$ cat src/rtl/tron_fb_pkg.sv
// Shared frame-buffer geometry, types and word-packing helpers for the trail writer slice.
package tron_fb_pkg;

  localparam int unsigned H_RES          = 640;
  localparam int unsigned V_RES          = 480;
  localparam int unsigned WORDS_PER_LINE = 320;
  localparam int unsigned FB_WORDS       = 153600;

  typedef logic [3:0] color_enum_t;

  typedef enum logic [1:0] {IDLE, CLEAR, PLOT} tw_state_t;

  typedef struct packed {
    logic [9:0]  x;
    logic [9:0]  y;
    color_enum_t color;
  } plot_req_t;

  function automatic logic [15:0] pack_word(input color_enum_t c);
    return {4'h0, c, 4'h0, c};
  endfunction

  // Word index of a 2-pixel cell: xw + y*320, with y*320 built as (y<<8)+(y<<6).
  function automatic logic [18:0] plot_addr(input logic [8:0] xw, input logic [9:0] y);
    return 19'(xw) + (19'(y) << 8) + (19'(y) << 6);
  endfunction

endpackage

$ cat src/rtl/trail_writer_if.sv
// Plot/clear request and frameRAM write bundle; slave = trail_writer, master = requester.
// Drop_Count exists only when FB_BOUNDS_CHECK_EN is defined.
interface trail_writer_if;
  import tron_fb_pkg::*;

  logic        Clear_Req;
  color_enum_t Clear_Color;
  logic        Plot_Valid;
  logic        Plot_Ready;
  logic [9:0]  Plot_X;
  logic [9:0]  Plot_Y;
  color_enum_t Plot_Color;
  logic [18:0] write_address;
  logic [15:0] Data_In;
  logic        WE;
  logic        Busy;
`ifdef FB_BOUNDS_CHECK_EN
  logic [7:0]  Drop_Count;
`endif

  modport slave (
    input  Clear_Req, Clear_Color, Plot_Valid, Plot_X, Plot_Y, Plot_Color,
    output Plot_Ready, write_address, Data_In, WE, Busy
`ifdef FB_BOUNDS_CHECK_EN
    , output Drop_Count
`endif
  );

  modport master (
    output Clear_Req, Clear_Color, Plot_Valid, Plot_X, Plot_Y, Plot_Color,
    input  Plot_Ready, write_address, Data_In, WE, Busy
`ifdef FB_BOUNDS_CHECK_EN
    , input Drop_Count
`endif
  );

endinterface

$ cat src/rtl/plot_fifo.sv
// Synchronous FIFO for plot requests; DEPTH must be a power of two >= 2.
module plot_fifo #(
  parameter int unsigned WIDTH = 24,
  parameter int unsigned DEPTH = 4
) (
  input  logic             clk,
  input  logic             rst_n,
  input  logic             push_i,
  input  logic [WIDTH-1:0] din_i,
  input  logic             pop_i,
  output logic [WIDTH-1:0] dout_o,
  output logic             full_o,
  output logic             empty_o
);

  localparam int unsigned AW = $clog2(DEPTH);

  logic [WIDTH-1:0] mem_q [DEPTH];
  logic [AW:0]      wr_ptr_q, rd_ptr_q;

  // Extra pointer MSB distinguishes full from empty when the index bits match.
  assign empty_o = (wr_ptr_q == rd_ptr_q);
  assign full_o  = (wr_ptr_q == {~rd_ptr_q[AW], rd_ptr_q[AW-1:0]});
  assign dout_o  = mem_q[rd_ptr_q[AW-1:0]];

  always_ff @(posedge clk or negedge rst_n) begin
    if (!rst_n) begin
      wr_ptr_q <= '0;
      rd_ptr_q <= '0;
    end else begin
      if (push_i && !full_o)  wr_ptr_q <= wr_ptr_q + 1'b1;
      if (pop_i  && !empty_o) rd_ptr_q <= rd_ptr_q + 1'b1;
    end
  end

  always_ff @(posedge clk) begin
    if (push_i && !full_o) mem_q[wr_ptr_q[AW-1:0]] <= din_i;
  end

endmodule

$ cat src/rtl/trail_writer.sv
// Frame-buffer write side: full-screen clear and buffered bike-trail plots, one write per cycle.
// Optional FB_BOUNDS_CHECK_EN drops out-of-range plots at pop and counts them in Drop_Count.
module trail_writer
  import tron_fb_pkg::*;
#(
  parameter int unsigned FIFO_DEPTH  = 4,
  parameter int unsigned CLEAR_WORDS = FB_WORDS
) (
  input logic           Clk,
  input logic           Reset_n,
  trail_writer_if.slave bus
);

  localparam logic [17:0] CLR_LAST = 18'(CLEAR_WORDS - 1);

  tw_state_t   state_q, state_d;
  logic [17:0] cnt_q, cnt_d;
  color_enum_t clr_col_q, clr_col_d;
  logic        clr_pend_q, clr_pend_d;
  logic        we_q, we_d;
  logic [18:0] addr_q, addr_d;
  logic [15:0] data_q, data_d;

  plot_req_t push_req, head;
  logic      fifo_full, fifo_empty, push, pop;
  logic      in_range, drop_inc;
  logic      unused_x0;

  assign push_req = '{x: bus.Plot_X, y: bus.Plot_Y, color: bus.Plot_Color};
  assign push     = bus.Plot_Valid && !fifo_full;
  assign unused_x0 = head.x[0];

  plot_fifo #(
    .WIDTH ($bits(plot_req_t)),
    .DEPTH (FIFO_DEPTH)
  ) u_fifo (
    .clk     (Clk),
    .rst_n   (Reset_n),
    .push_i  (push),
    .din_i   (push_req),
    .pop_i   (pop),
    .dout_o  (head),
    .full_o  (fifo_full),
    .empty_o (fifo_empty)
  );

`ifdef FB_BOUNDS_CHECK_EN
  logic [7:0] drop_q;

  assign in_range = (int unsigned'(head.x) < H_RES) && (int unsigned'(head.y) < V_RES);

  always_ff @(posedge Clk or negedge Reset_n) begin
    if (!Reset_n)                      drop_q <= '0;
    else if (drop_inc && drop_q != '1) drop_q <= drop_q + 8'd1;
  end

  assign bus.Drop_Count = drop_q;
`else
  assign in_range = 1'b1;
`endif

  always_comb begin
    state_d    = state_q;
    cnt_d      = cnt_q;
    clr_col_d  = clr_col_q;
    clr_pend_d = clr_pend_q;
    we_d       = 1'b0;
    addr_d     = addr_q;
    data_d     = data_q;
    pop        = 1'b0;
    drop_inc   = 1'b0;

    unique case (state_q)
      IDLE: begin
        if (bus.Clear_Req) begin
          state_d    = CLEAR;
          cnt_d      = '0;
          clr_col_d  = bus.Clear_Color;
          clr_pend_d = 1'b0;
        end else if (clr_pend_q) begin
          state_d    = CLEAR;
          cnt_d      = '0;
          clr_pend_d = 1'b0;
        end else if (!fifo_empty) begin
          state_d = PLOT;
        end
      end

      CLEAR: begin
        we_d   = 1'b1;
        addr_d = 19'(cnt_q);
        data_d = pack_word(clr_col_q);
        if (cnt_q == CLR_LAST) state_d = IDLE;
        else                   cnt_d   = cnt_q + 18'd1;
      end

      PLOT: begin
        // A clear pulse arriving mid-plot is latched so the detour through IDLE cannot lose it.
        if (bus.Clear_Req) begin
          state_d    = IDLE;
          clr_pend_d = 1'b1;
          clr_col_d  = bus.Clear_Color;
        end else if (fifo_empty) begin
          state_d = IDLE;
        end else begin
          pop = 1'b1;
          if (in_range) begin
            we_d   = 1'b1;
            addr_d = plot_addr(head.x[9:1], head.y);
            data_d = pack_word(head.color);
          end else begin
            drop_inc = 1'b1;
          end
        end
      end

      default: state_d = IDLE;
    endcase
  end

  always_ff @(posedge Clk or negedge Reset_n) begin
    if (!Reset_n) begin
      state_q    <= IDLE;
      cnt_q      <= '0;
      clr_col_q  <= '0;
      clr_pend_q <= 1'b0;
      we_q       <= 1'b0;
      addr_q     <= '0;
      data_q     <= '0;
    end else begin
      state_q    <= state_d;
      cnt_q      <= cnt_d;
      clr_col_q  <= clr_col_d;
      clr_pend_q <= clr_pend_d;
      we_q       <= we_d;
      addr_q     <= addr_d;
      data_q     <= data_d;
    end
  end

  assign bus.Plot_Ready    = !fifo_full;
  assign bus.WE            = we_q;
  assign bus.write_address = addr_q;
  assign bus.Data_In       = data_q;
  assign bus.Busy          = (state_q != IDLE) || !fifo_empty;

endmodule

$ cat src/flat_wrapper.sv
// flat-port wrapper written by rule: the top's interface ports become plain ports
module trail_writer_flat import tron_fb_pkg::*;
#(
  parameter int unsigned FIFO_DEPTH  = 4,
  parameter int unsigned CLEAR_WORDS = FB_WORDS
)
  (Clk, Reset_n, bus_Clear_Req, bus_Clear_Color, bus_Plot_Valid, bus_Plot_X, bus_Plot_Y, bus_Plot_Color, bus_Plot_Ready, bus_write_address, bus_Data_In, bus_WE, bus_Busy);
  trail_writer_if bus_i ();
  input logic Clk;
  input logic Reset_n;
  input wire logic [$bits(bus_i.Clear_Req)-1:0] bus_Clear_Req;
  input wire logic [$bits(bus_i.Clear_Color)-1:0] bus_Clear_Color;
  input wire logic [$bits(bus_i.Plot_Valid)-1:0] bus_Plot_Valid;
  input wire logic [$bits(bus_i.Plot_X)-1:0] bus_Plot_X;
  input wire logic [$bits(bus_i.Plot_Y)-1:0] bus_Plot_Y;
  input wire logic [$bits(bus_i.Plot_Color)-1:0] bus_Plot_Color;
  output wire logic [$bits(bus_i.Plot_Ready)-1:0] bus_Plot_Ready;
  output wire logic [$bits(bus_i.write_address)-1:0] bus_write_address;
  output wire logic [$bits(bus_i.Data_In)-1:0] bus_Data_In;
  output wire logic [$bits(bus_i.WE)-1:0] bus_WE;
  output wire logic [$bits(bus_i.Busy)-1:0] bus_Busy;
  assign bus_i.Clear_Req = bus_Clear_Req;
  assign bus_i.Clear_Color = bus_Clear_Color;
  assign bus_i.Plot_Valid = bus_Plot_Valid;
  assign bus_i.Plot_X = bus_Plot_X;
  assign bus_i.Plot_Y = bus_Plot_Y;
  assign bus_i.Plot_Color = bus_Plot_Color;
  assign bus_Plot_Ready = bus_i.Plot_Ready;
  assign bus_write_address = bus_i.write_address;
  assign bus_Data_In = bus_i.Data_In;
  assign bus_WE = bus_i.WE;
  assign bus_Busy = bus_i.Busy;
  trail_writer #(.FIFO_DEPTH(FIFO_DEPTH), .CLEAR_WORDS(CLEAR_WORDS)) u_core (.Clk(Clk), .Reset_n(Reset_n), .bus(bus_i));
endmodule
$ cat config.mk
export PLATFORM = sky130hd
export DESIGN_NAME = trail_writer_flat
export DESIGN_NICKNAME = d
export VERILOG_FILES = /design/src/rtl/tron_fb_pkg.sv /design/src/rtl/trail_writer_if.sv /design/src/rtl/plot_fifo.sv /design/src/rtl/trail_writer.sv /design/src/flat_wrapper.sv
export SDC_FILE = /design/constraint.sdc
export NUM_CORES = 1
export LEC_CHECK = 0
export BUFFER_PORTS_ARGS = -buffer_cell sky130_fd_sc_hd__buf_2
export CAP_MARGIN = 20
export CORE_ASPECT_RATIO = 0.8
export CORE_MARGIN = 3
export CORE_UTILIZATION = 54
export DETAILED_ROUTE_END_ITERATION = 7
export PLACE_DENSITY = 0.72
export SYNTH_ARGS = -nofsm -noshare
export SYNTH_HDL_FRONTEND = slang
export SYNTH_SLANG_ARGS = --single-unit
$ cat constraint.sdc
create_clock -name Clk -period 11.55 [get_ports Clk]
set_input_delay 2.8875 -clock Clk [delete_from_list [all_inputs] [get_ports Clk]]
set_output_delay 2.8875 -clock Clk [all_outputs]
set_load 0.05 [all_outputs]
== After elaboration in Yosys (flattened, before gate mapping) ==
Memories as Yosys holds them, arrays and structs flattened.
Index checks and enable logic that the tools add are counted.

* Memories: 1
* Bits in latches: 0
* Logic and storage cells: 71
* Bits in read-only memories: 0
* Output and inout port bits: 38
* Flip-flop bits (word level): 67
* RAM bits: 96
* Input port bits: 32

* Reductions and logical operators: 17
* Shifts and indexed selects: 0
* Div/mod/pow operators: 0
* $lt $le $gt $ge: 0
* Eq/ne operators: 13
* Add/sub/neg operators: 5
* Multipliers: 0
* Mux-type cells: 25
* Bitwise gates (word level): 1

{| class="wikitable"
|+ Memory list
! name !! depth !! bits a word !! read ports !! clocked after Yosys merged registers in !! write ports !! line !! source
|-
| u_core.u_fifo.mem_q || 4 || 24 || 1 || 0 || 1 || plot_fifo.sv:18 || <nowiki>logic [WIDTH-1:0] mem_q [DEPTH];</nowiki>
|}

{| class="wikitable"
|+ Operators with widths
! operator !! number
|-
| two-way mux 18 bit || 3
|-
| two-way mux 19 bit || 2
|-
| one-hot mux 19 bit (2 select lines) || 1
|-
| one-hot mux 18 bit (2 select lines) || 1
|-
| two-way mux 16 bit || 2
|-
| one-hot mux 16 bit (2 select lines) || 1
|-
| adder 19 x 16 -> 19 bit || 1
|-
| adder 9 x 18 -> 19 bit || 1
|-
| adder 18 x 1 -> 18 bit, second input constant || 1
|-
| equality test 18 bit, second input constant || 1
|-
| two-way mux 2 bit || 6
|-
| AND reduction 3 bit || 3
|-
| != test 2 bit, second input constant || 4
|-
| nonzero test 2 bit || 4
|-
| adder 3 x 1 -> 3 bit, second input constant || 2
|-
| equality test 3 bit || 2
|-
| two-way mux 1 bit || 6
|-
| != test 3 x 2 -> 1 bit, second input constant || 2
|-
| one-hot mux 2 bit (3 select lines) || 1
|-
| != test 4 x 3 -> 1 bit, second input constant || 1
|-
| one-hot mux 1 bit (2 select lines) || 2
|-
| AND reduction 2 bit || 2
|-
| logical AND 1 bit || 3
|-
| equality test 2 x 1 -> 1 bit, second input constant || 1
|-
| other kinds (7) || 8
|}

== Logic depth before layout (Yosys ltp) ==
* Depth after elaboration: 7
* Mapped depth: 12
* Gate-level depth less buffers: 10

== Hierarchy ==
From an unflattened synthesis, not the netlist that was laid out.

* Cell total of the unflattened synthesis: 499
* Area total of the unflattened synthesis: 7070.5 um^2

{| class="wikitable"
|+ Modules (own cells, without submodules)
! module !! instances !! cells each !! area each (um^2) !! seq. area each (um^2)
|-
| plot_fifo || 1 || 174 || 3982.6 || 3032.9
|-
| trail_writer || 1 || 325 || 3088.0 || 1226.2
|}

== Worst setup path after synthesis ==
Ideal clock, no wire load.

* Path kind: reg-to-output
* Start: register u_core.u_fifo.rd_ptr_q[1]
* End: output bus_Busy
* Path slack: 7.244 ns
* Data arrival time: 1.419 ns
* Buffers on the path: 1
* Stages on the path, launching flop included: 5
* Required time: 8.663 ns
* Cells stage by stage: dfrtp_1 > buf_2 > xor2_2 > nor3_1 > nand2_1

* Longest elaborated chain between the ends: 3

{| class="wikitable"
|+ Ends and longest elaborated chain
! what !! line !! source
|-
| start: declaration || plot_fifo.sv:19 || <nowiki>logic [AW:0] wr_ptr_q, rd_ptr_q;</nowiki>
|-
| start signal: assignment || plot_fifo.sv:32 || <nowiki>if (pop_i && !empty_o) rd_ptr_q <= rd_ptr_q + 1'b1;</nowiki>
|-
| equality test 3 bit || plot_fifo.sv:22 || <nowiki>assign empty_o = (wr_ptr_q == rd_ptr_q);</nowiki>
|-
| zero test 1 bit || -- ||
|-
| logical OR 1 bit || trail_writer.sv:145 || <nowiki>assign bus.Busy = (state_q != IDLE) || !fifo_empty;</nowiki>
|-
| end: declaration || flat_wrapper.sv:21 || <nowiki>output wire logic [$bits(bus_i.Busy)-1:0] bus_Busy;</nowiki>
|}

Every way passes these cells.

== Worst setup path in the final report ==
Ends and elaborated chain as after synthesis.

==> results.yml <==
drt:
  vias: 4123
  viasPerCell: 5.50
  wl_met1_um: 6150
  dr_wl_met3_um: 669
  drc: 0
  drt_iter0_markers: 346
  wl_met2_um: 6460
  postRouteAntennaNets: 0
  drtPass1Iterations: 4
  wl_per_cell_um: 18.0
  maxUsedRoutingLayer: "met4"
  routed_wl_um: 13500
synth:
  syn_area_per_cell_um2: 13.8
  yosys_warnings: 0
  synth_edf_count: 92
  ys_seq_elements: 147
  syn_area_um2: 6930
  ys_seq_area_share_pct: 59.7
  synthArstFlopShare_pct: 37.4
  synth_cell_types: 60
  synth_top_flop_cell: "edfxtp_1"
  syn-instance-count: 501
power_and_ir_drop:
  swShare_pct: 42.6
  ir_drop_mv: 0.161
  clockPowerShare_pct: 20.6
  leakagePower_nw: 3.20
  power_switching_w: 0.00105
  powerDensity_nw_per_um2: 311
  sequentialPowerShare_pct: 30.9
  p_comb_share_pct: 48.5
  p_int_w: 0.00141
cts:
  ctsResizeCount: 0
  clock_sinks: 147
  cts_buffer_depth: 2
  cts.clk_slew.worst_paths_ns: 0.06
  clock_latency_ns: 0.42
  cts_tree: "done"
  cts_setup_buffers: 0
  htree_levels: 4
  root_buffer: "clkbuf_16"
  cts_buffers: 17
  cts_hold_buf: 0
cells_and_area:
  fillers: 954
  area_growth_syn_to_layout_pct: 14.1
  diodes: 0
  drive_gt1_share_pct: 24.0
  layout.nets: 628
  final_area_um2: 7900
worst_hold_path:
  min_to: "u_core.bus.write_address[1]$_DFFE_PN0P_"
  hp-class: "flop to flop"
  hold_start: "u_core.bus.write_address[1]$_DFFE_PN0P_"
  holdPathStages: 2
timing:
  max_clock_freq_mhz: 202
  worstMarginPinSlew_ns: 0.951
  hold_viol_final: 0
  fin_crit_ns: 4.96
  rsz0062_at_grt: "no"
  relSlewSlack_pct: 36.4
  drv_slew: 0
  setup_viol: 0
  fin_setup_tns_ns: 0
  skew_ns: 0.0144
  holdWs_ns: 0.475
  post-route-period-util_pct: 42.9
  fin_ws_ns: 6.59
critical_path:
  worstPathArrival_ns: 2.07
  reg2reg_depth: 10
  rr_endpoint: "u_core.bus.write_address[15]$_DFFE_PN0P_"
  cp.required_ns: 8.66
  worst-r2r-setup-slack_ns: 7.56
  crit_type: "flop to output pin"
  crit_fanout: 26
  end_kind: "output pin"
  r2r-start: "u_core.u_fifo.rd_ptr_q[0]$_DFFE_PN0P_"
  start_kind: "flop"
place:
  placed_cell_area_um2: 7360
  io_buffers: 60
  post-place-ws_ns: 7.01
  place_congestion: 0.918
  dpl.hpwl_um: 9040
global_route:
  overflow: 0
  grt_pass1_wl_um: 21900
  grt_usage_pct: 20.4
  grt_pass1_vias: 4192
  grt_max_degree: 56
  antenna_found_initial: 0
die:
  dieArea_um2: 14200
  die_y_um: 107
  initial_core_util_pct: 56.1
  io_pins: 70
  rows: 36
  die_w_um: 133
  core_area_um2: 12300
status:
  status: "complete, no violations"
job:
  cap_viol_max_count: 0
==> worst max-delay path by stage <==
stage,startpoint,end,cells past startpoint
CTS,u_core.u_fifo.rd_ptr_q[1]$_DFFE_PN0P_,bus_Busy,5
floorplan,u_core.u_fifo.rd_ptr_q[1]$_DFFE_PN0P_,bus_Busy,4
global route,u_core.u_fifo.rd_ptr_q[1]$_DFFE_PN0P_,bus_Busy,5
detailed placement,u_core.u_fifo.rd_ptr_q[1]$_DFFE_PN0P_,bus_Busy,5
global placement,u_core.u_fifo.rd_ptr_q[1]$_DFFE_PN0P_,bus_Busy,5
finish,u_core.u_fifo.rd_ptr_q[1]$_DFFE_PN0P_,bus_Busy,5
==> sequential cells by signal, indices dropped and copies added, names as in the netlist <==
name / count
u_core.bus.write_address: 19
u_core.bus.WE: 1
u_core.state_q: 2
u_core.cnt_q: 18
u_core.clr_pend_q: 1
u_core.u_fifo.mem_q: 92
u_core.bus.Data_In: 4
u_core.clr_col_q: 4
u_core.u_fifo.wr_ptr_q: 3
u_core.u_fifo.rd_ptr_q: 3
==> worst max-delay path, cell delays in order, from the launching register on <==
cell and delay (ns):
dfrtp_1 0.36, buf_4 0.25, xor2_2 0.25, nor3_1 0.46, nand2_1 0.09, buf_2 0.22
==> per-stage QoR <==
stage / cells / total power, W / utilization (%)
floorplan: 508 / 0.00167 / -
global placement: 718 / 0.00193 / 59.6
detailed placement: 718 / 0.00197 / 59.6
CTS: 750 / 0.00249 / 64.0
global route: 750 / 0.00263 / 64.0
finish: 750 / 0.00246 / 64.0
==> power by group through the flow <==
stage | clock [W] | combinational, W | sequential [W]
global placement | 0 | 0.00116 | 0.000762
floorplan | 0 | 0.000793 | 0.000880
CTS | 0.000521 | 0.00120 | 0.000763
global route | 0.000540 | 0.00131 | 0.000775
finish | 0.000506 | 0.00119 | 0.000761
detailed placement | 0 | 0.00119 | 0.000772
==> area by class of cell <==
| type | count | area (um2) | area share [%] |
|---|---|---|---|
| well taps | 171 | 214 | 2.71 |
| multi-input cells | 317 | 2580 | 32.7 |
| flip-flops and latches | 147 | 4140 | 52.4 |
| repair buffers | 69 | 368 | 4.65 |
| clock inverters | 14 | 119 | 1.50 |
| clock buffers | 18 | 429 | 5.43 |
| inverters | 14 | 52.6 | 0.665 |
==> cell usage in the layout, fill, tap and decap left out, drive strengths merged, types with 2 or more instances in the layout <==
cell type,count
clkbuf,18
o2bb2ai,3
nand2b,6
and3,9
o21ai,36
inv,22
a211oi,2
a21o,7
buf,69
o211ai,6
clkinvlp,2
or3,6
xnor2,7
conb,8
mux4,23
nand2,34
a31oi,2
nand3,8
nor3,6
fa,2
nand4,8
clkinv,4
edfxtp,92
nor2b,2
dfrtp,55
mux2,4
and4,2
a21boi,3
mux2i,21
nor3b,2
and2,6
ha,28
a21oi,21
nor2,28
a211o,2
o31ai,2
xor2,12
==> kinds of logic after synthesis <==
| family | after synthesis | synth area share, % |
|---|---|---|
| mux | 48 | 11.2 |
| xor+xnor | 19 | 2.62 |
| simple gates | 119 | 8.89 |
| fa+ha+maj | 30 | 5.63 |
| compound gates | 93 | 8.54 |
| other cells | 1 | 0.0541 |
| buf+inv | 44 | 3.36 |
| flops | 147 | 59.7 |
==> cell usage after synthesis (all sizes together), types with 7 or more instances <==
master	instances	area [um2]
o21ai	36	180
mux4	23	518
a21o	7	52.6
nand4	8	65.1
dfrtp	55	1380
nand2	34	128
nand3	8	40.0
and3	9	58.8
clkbuf	7	26.3
edfxtp	92	2760
ha	28	350
xnor2	7	61.3
inv	14	52.6
buf	23	154
nor2	28	105
xor2	12	120
mux2i	21	210
a21oi	21	109
==> routing by layer <==
metal | GRT usage (%) | vias to the layer above
met3 | 5.37 | 17
met1 | 27.6 | 2008
met5 | 0 | -
met2 | 31.6 | 99
li1 | - | 1999
met4 | 8.75 | 0
Note: power is estimated with default switching activity, not from simulation.
